==> src/rtl/adc0809_ctrl_pkg.sv <==
// Shared definitions for the ADC0809 read path: state encodings, default timing
// constants and a counter-width helper.
package adc0809_ctrl_pkg;

   localparam int DATA_W = 8;
   localparam int CH_W   = 3;

   // Defaults for the 100 MHz system clock
   localparam int CLK_HALF_DEF    = 100;
   localparam int PULSE_CYC_DEF   = 50;
   localparam int TIMEOUT_CYC_DEF = 20000;

   typedef enum logic [2:0] {
      S_IDLE    = 3'd0,
      S_SETUP   = 3'd1,
      S_STRT    = 3'd2,
      S_WAIT_LO = 3'd3,
      S_WAIT_HI = 3'd4,
      S_READ    = 3'd5,
      S_DONE    = 3'd6
   } state_t;

   function automatic int cnt_w(input int n);
      return (n > 1) ? $clog2(n) : 1;
   endfunction

endpackage

==> src/rtl/adc0809_ctrl_clk_gen.sv <==
// Free-running converter clock: toggles every CLK_HALF system cycles, 50 % duty.
module adc_clk_gen
   import adc0809_ctrl_pkg::*;
#(
   parameter int CLK_HALF = CLK_HALF_DEF
) (
   input  logic clk,
   input  logic rst,
   output logic adc_clk
);

   localparam int HW = cnt_w(CLK_HALF);
   localparam logic [HW-1:0] HALF_LAST = HW'(CLK_HALF - 1);

   logic [HW-1:0] cnt;

   always_ff @(posedge clk or negedge rst) begin
      if (!rst) begin
         cnt     <= '0;
         adc_clk <= 1'b0;
      end else if (cnt == HALF_LAST) begin
         cnt     <= '0;
         adc_clk <= ~adc_clk;
      end else begin
         cnt <= cnt + HW'(1);
      end
   end

endmodule

==> src/rtl/adc0809_ctrl.sv <==
// ADC0809 handshake controller: address setup, ALE/START pulse, EOC wait with
// timeout, OE read window and result capture.
module adc0809_ctrl
   import adc0809_ctrl_pkg::*;
#(
   parameter int CLK_HALF    = CLK_HALF_DEF,
   parameter int PULSE_CYC   = PULSE_CYC_DEF,
   parameter int TIMEOUT_CYC = TIMEOUT_CYC_DEF
) (
   input  logic              clk,
   input  logic              rst,
   input  logic              conv_req,
   input  logic [CH_W-1:0]   channel,
   input  logic              adc_eoc,
   input  logic [DATA_W-1:0] adc_d,
   output logic              adc_clk,
   output logic [CH_W-1:0]   adc_addr,
   output logic              adc_ale,
   output logic              adc_start,
   output logic              adc_oe,
   output logic [DATA_W-1:0] data,
   output logic              data_valid,
   output logic              busy,
   output logic              timeout
);

   localparam int PW = cnt_w(PULSE_CYC);
   localparam int TW = cnt_w(TIMEOUT_CYC);
   localparam logic [PW-1:0] PULSE_LAST = PW'(PULSE_CYC - 1);
   localparam logic [TW-1:0] TMO_LAST   = TW'(TIMEOUT_CYC - 1);

   state_t        state;
   logic [PW-1:0] pcnt;
   logic [TW-1:0] tcnt;
   logic          eoc_m;
   logic          eoc_s;

   adc_clk_gen #(
      .CLK_HALF (CLK_HALF)
   ) u_clk_gen (
      .clk     (clk),
      .rst     (rst),
      .adc_clk (adc_clk)
   );

   // EOC comes from the converter's own clock domain
   always_ff @(posedge clk or negedge rst) begin
      if (!rst) begin
         eoc_m <= 1'b0;
         eoc_s <= 1'b0;
      end else begin
         eoc_m <= adc_eoc;
         eoc_s <= eoc_m;
      end
   end

   always_ff @(posedge clk or negedge rst) begin
      if (!rst) begin
         state      <= S_IDLE;
         pcnt       <= '0;
         tcnt       <= '0;
         adc_addr   <= '0;
         adc_ale    <= 1'b0;
         adc_start  <= 1'b0;
         adc_oe     <= 1'b0;
         data       <= '0;
         data_valid <= 1'b0;
         busy       <= 1'b0;
         timeout    <= 1'b0;
      end else begin
         data_valid <= 1'b0;
         timeout    <= 1'b0;
         case (state)
            S_IDLE: begin
               if (conv_req) begin
                  adc_addr <= channel;
                  pcnt     <= '0;
                  busy     <= 1'b1;
                  state    <= S_SETUP;
               end
            end
            S_SETUP: begin
               if (pcnt == PULSE_LAST) begin
                  pcnt      <= '0;
                  adc_ale   <= 1'b1;
                  adc_start <= 1'b1;
                  state     <= S_STRT;
               end else begin
                  pcnt <= pcnt + PW'(1);
               end
            end
            S_STRT: begin
               if (pcnt == PULSE_LAST) begin
                  adc_ale   <= 1'b0;
                  adc_start <= 1'b0;
                  tcnt      <= '0;
                  state     <= S_WAIT_LO;
               end else begin
                  pcnt <= pcnt + PW'(1);
               end
            end
            // Both EOC waits share tcnt; it restarts on entry to each
            S_WAIT_LO: begin
               if (!eoc_s) begin
                  tcnt  <= '0;
                  state <= S_WAIT_HI;
               end else if (tcnt == TMO_LAST) begin
                  timeout <= 1'b1;
                  busy    <= 1'b0;
                  state   <= S_IDLE;
               end else begin
                  tcnt <= tcnt + TW'(1);
               end
            end
            S_WAIT_HI: begin
               if (eoc_s) begin
                  pcnt   <= '0;
                  adc_oe <= 1'b1;
                  state  <= S_READ;
               end else if (tcnt == TMO_LAST) begin
                  timeout <= 1'b1;
                  busy    <= 1'b0;
                  state   <= S_IDLE;
               end else begin
                  tcnt <= tcnt + TW'(1);
               end
            end
            S_READ: begin
               if (pcnt == PULSE_LAST) begin
                  data       <= adc_d;
                  adc_oe     <= 1'b0;
                  data_valid <= 1'b1;
                  state      <= S_DONE;
               end else begin
                  pcnt <= pcnt + PW'(1);
               end
            end
            S_DONE: begin
               busy  <= 1'b0;
               state <= S_IDLE;
            end
            default: begin
               adc_ale   <= 1'b0;
               adc_start <= 1'b0;
               adc_oe    <= 1'b0;
               busy      <= 1'b0;
               state     <= S_IDLE;
            end
         endcase
      end
   end

endmodule
==> config.mk <==
export PLATFORM = sky130hd
export DESIGN_NAME = adc0809_ctrl
export DESIGN_NICKNAME = d
export VERILOG_FILES = /design/src/rtl/adc0809_ctrl_pkg.sv /design/src/rtl/adc0809_ctrl_clk_gen.sv /design/src/rtl/adc0809_ctrl.sv
export SDC_FILE = /design/constraint.sdc
export NUM_CORES = 1
export LEC_CHECK = 0
export ABC_AREA = 1
export CAP_MARGIN = 20
export CELL_PAD_IN_SITES_DETAIL_PLACEMENT = 1
export CELL_PAD_IN_SITES_GLOBAL_PLACEMENT = 2
export CORE_MARGIN = 2
export CORE_UTILIZATION = 30
export CTS_CLUSTER_DIAMETER = 30
export CTS_CLUSTER_SIZE = 12
export DETAILED_ROUTE_END_ITERATION = 10
export PLACE_DENSITY_LB_ADDON = 0.08
export SYNTH_ARGS = -nofsm -noshare
export SYNTH_HDL_FRONTEND = slang
export SYNTH_SLANG_ARGS = --single-unit
==> constraint.sdc <==
create_clock -name clk -period 1.5 [get_ports clk]
set_input_delay 0.3 -clock clk [delete_from_list [all_inputs] [get_ports clk]]
set_output_delay 0.3 -clock clk [all_outputs]
set_load 0.02 [all_outputs]
==> metrics.yaml <==
pwr:
  p_leak_uw: 0.00204
  powerDensity_nw_per_um2: 1500
  ir_drop_mv: 0.613
global_routing:
  top_usage_layer: "met2"
  grt_pass1_vias: 2805
  grtUsageMet2_pct: 29.4
  track_usage_pct: 17.1
  antenna_found_initial: 0
  grt_pass1_wl_um: 13800
  grt_max_degree: 51
  overflow: 0
  gr-usage-met3_pct: 2.70
  grtUsageMet1_pct: 22.8
sta:
  fin_crit_sh_pct: 104
  tightest_slew_ns: 0.379
  setup_violations: 17
  skew_ns: 0.00855
  fin_ws_ns: -0.0547
  maxSlewHeadroom_pct: 74.7
  max_freq_ghz: 0.643
  slew_viol_final: 0
  hold_violations: 0
  min_period_ns: 1.55
  rsz0062_at_grt: "true"
setup_path:
  cp_common_cell: "nand2_1"
  cp_max_fo: 6
  critPathTopFamily: "simple AND/OR/NAND/NOR gates"
  crit_arrival_ns: 1.81
  path_cells: "buf_6 -> nand2_4 -> nor2_4 -> nand2_4 -> inv_4 -> nor2_8 -> buf_12 -> nand2_1 -> nand2_1 -> nand2_1 -> nor2_1"
  rrSetupSlack_ns: -0.05
  cp_slowest_cell: "dfrtp_2"
  cp-start-kind: "flop"
  crit_type: "reg -> reg"
  worstReg2RegStart: "state[1]"
  critPathLaunch: "state[1]"
  cp.required_ns: 1.76
  crit_path_end_kind: "flop"
  cpPeakStageDelay_ns: 0.47
  crit_buf_inv: 3
logic_synthesis:
  synth_cell_types: 39
  synth.largest_area_cell: "dfrtp_1"
  synth_edf_count: 0
  avgSynthCellArea_um2: 7.85
  syn_area_um2: 2810
  synth_most_common_cell: "nand2_1"
  synthTopCellsByArea: "dfrtp_1, nand2_1, nor2_1, inv_1, nand3_1"
  ys_seq_area_share_pct: 44.5
  ys_ff_latch: 50
  postSynth.asyncResetShare_pct: 100
  syn_nets: 377
  ys.flop_type: "dfrtp_1"
  netlist_top_cells_count: "nand2_1, dfrtp_1, nor2_1"
  synth_top_area_share_pct: 44.5
  syn_inst: 358
  yosys_warnings: 0
floorplan:
  die_height_um: 101
  num_rows: 35
  core-area_um2: 9150
  die_w_um: 101
  initial_core_util_pct: 30.7
  ios: 33
  dieArea_um2: 10200
status:
  violations: "negative setup slack"
  outcome: "finished with violations"
cts:
  cts_num_sinks: 50
  cts_buffer_depth: 2
  clock_latency_ns: 0.31
  cts_made_buffers: 5
  cts_root_buf: "clkbuf_8"
  htree_levels: 2
  cts_tree: "built"
  clk_pin_slew_ns: 0.10
routing:
  drtPass1Iterations: 4
  drc: 0
  vias_per_cell: 4.73
  wirelength_um: 8490
  antenna_left: 0
  wire_per_inst_um: 14.6
  dr_total_vias: 2744
  drt_iter0_drc: 56
final_layout:
  drive_gt1_share_pct: 36.0
  nNetsFinal: 487
  stdcell_count: 580
  area_delta_synth_final_pct: 49.5
  antennaDiodeCount: 0
  finalInstanceArea_um2: 4200
  final_util_pct: 45.9
placed_design:
  gp_congestion: 0.753
  io_buffers: 32
  dpl-instance-area_um2: 3670
  dp.cells: 554
  dpl.hpwl_um: 6160
job:
  maxCapViolCount: 0
worst_hold_path:
  hp-class: "reg -> reg"
  holdCritStartpoint: "eoc_m"
## per-stage QoR
step | power (uW) | setup WS, ns | hold WS, ns | TNS, ns
2_1_floorplan | 3240 | 0.0153 | 0.00441 | 0
5_1_grt | 6740 | -0.175 | 0.381 | -2.80
4_1_cts | 5760 | -0.0296 | 0.361 | -0.0918
3_3_place_gp | 4380 | -0.153 | 0.319 | -1.97
3_5_place_dp | 4430 | -0.217 | 0.320 | -2.94
6_report | 6310 | -0.0547 | 0.358 | -0.480
## kinds of logic (layout without fill, tap and decap cells)
| logic type | count (synthesis) | in the layout | share of synthesized area (%) |
|---|---|---|---|
| AOI/OAI and AO/OA | 30 | 30 | 6.10 |
| xor gates and xnor gates | 6 | 6 | 1.87 |
| adders and majority gates | 4 | 4 | 1.78 |
| buffers and inverters | 46 | 157 | 7.26 |
| DFF | 50 | 50 | 44.5 |
| muxes | 3 | 3 | 1.20 |
| and+or+nand+nor | 219 | 219 | 37.3 |
## placed cells by master (no fill, tap or decap), types with 3 or more instances in the layout
| master | instances |
|---|---|
| nand2_1 | 98 |
| nor2_1 | 23 |
| dlygate4sd2_1 | 18 |
| o21ai_0 | 9 |
| a21oi_1 | 4 |
| clkdlybuf4s50_1 | 13 |
| nor2_2 | 9 |
| nand3_4 | 4 |
| mux2_2 | 3 |
| nand2_2 | 18 |
| nor3_4 | 3 |
| dfrtp_1 | 48 |
| clkbuf_8 | 5 |
| inv_1 | 29 |
| nor3_1 | 7 |
| buf_4 | 66 |
| inv_4 | 3 |
| xor2_1 | 4 |
| nand3_1 | 17 |
| nor2_4 | 9 |
| buf_6 | 5 |
| o21ai_1 | 8 |
| nand2_4 | 7 |
| nand3_2 | 8 |
| inv_2 | 9 |
| nand4_1 | 9 |
## registers in the layout, summed over array words and instances (netlist names), 3 cells and up
register and cells:
data 8, adc_addr 3, tcnt 15, pcnt 6, state 3, u_clk_gen.cnt 7
## area by class of cell
type,count,area (um^2)
repair buffers,107,920
fillers,1117,4950
clock inverters,3,48.8
flip-flops and latches,50,1250
multi-input cells,262,1600
well taps,111,139
inverters,42,170
clock buffers,5,68.8
## repair_timing
action                                  in CTS  in global routing
hold buffers                                 1                  0
gates cloned                                 0                  1
gates resized for setup                     45                 56
pin swaps                                   12                 22
hold endpoints to repair                    50                  0
buffers inserted                             6                 12
endpoints found under the setup margin      43                 34
## worst paths after layout
kind	to	depth (start not counted)
worst max-delay path	tcnt[12]	11
worst min-delay path	eoc_s	0
worst max register to register	tcnt[12]	11
worst min register to register	eoc_s	0
max in group asynchronous	state[1]	3
min in group asynchronous	pcnt[5]	3
## where the power goes
| part | total, uW | switching (uW) | leakage [uW] | internal (uW) |
|---|---|---|---|---|
| clock | 1020 | 515 | 0.0000563 | 509 |
| sequential | 1720 | 184 | 0.000616 | 1530 |
| combinational | 3570 | 1840 | 0.00136 | 1730 |
## routing by layer
metal	part of all wire, %	vias to the layer above	routed length [um]
met5	0	-	0
li1	-	1367	-
met3	2.0	8	170
met1	46	1350	3870
met2	51	19	4350
met4	1.2	0	101
Note: power is estimated with default switching activity, not from simulation.
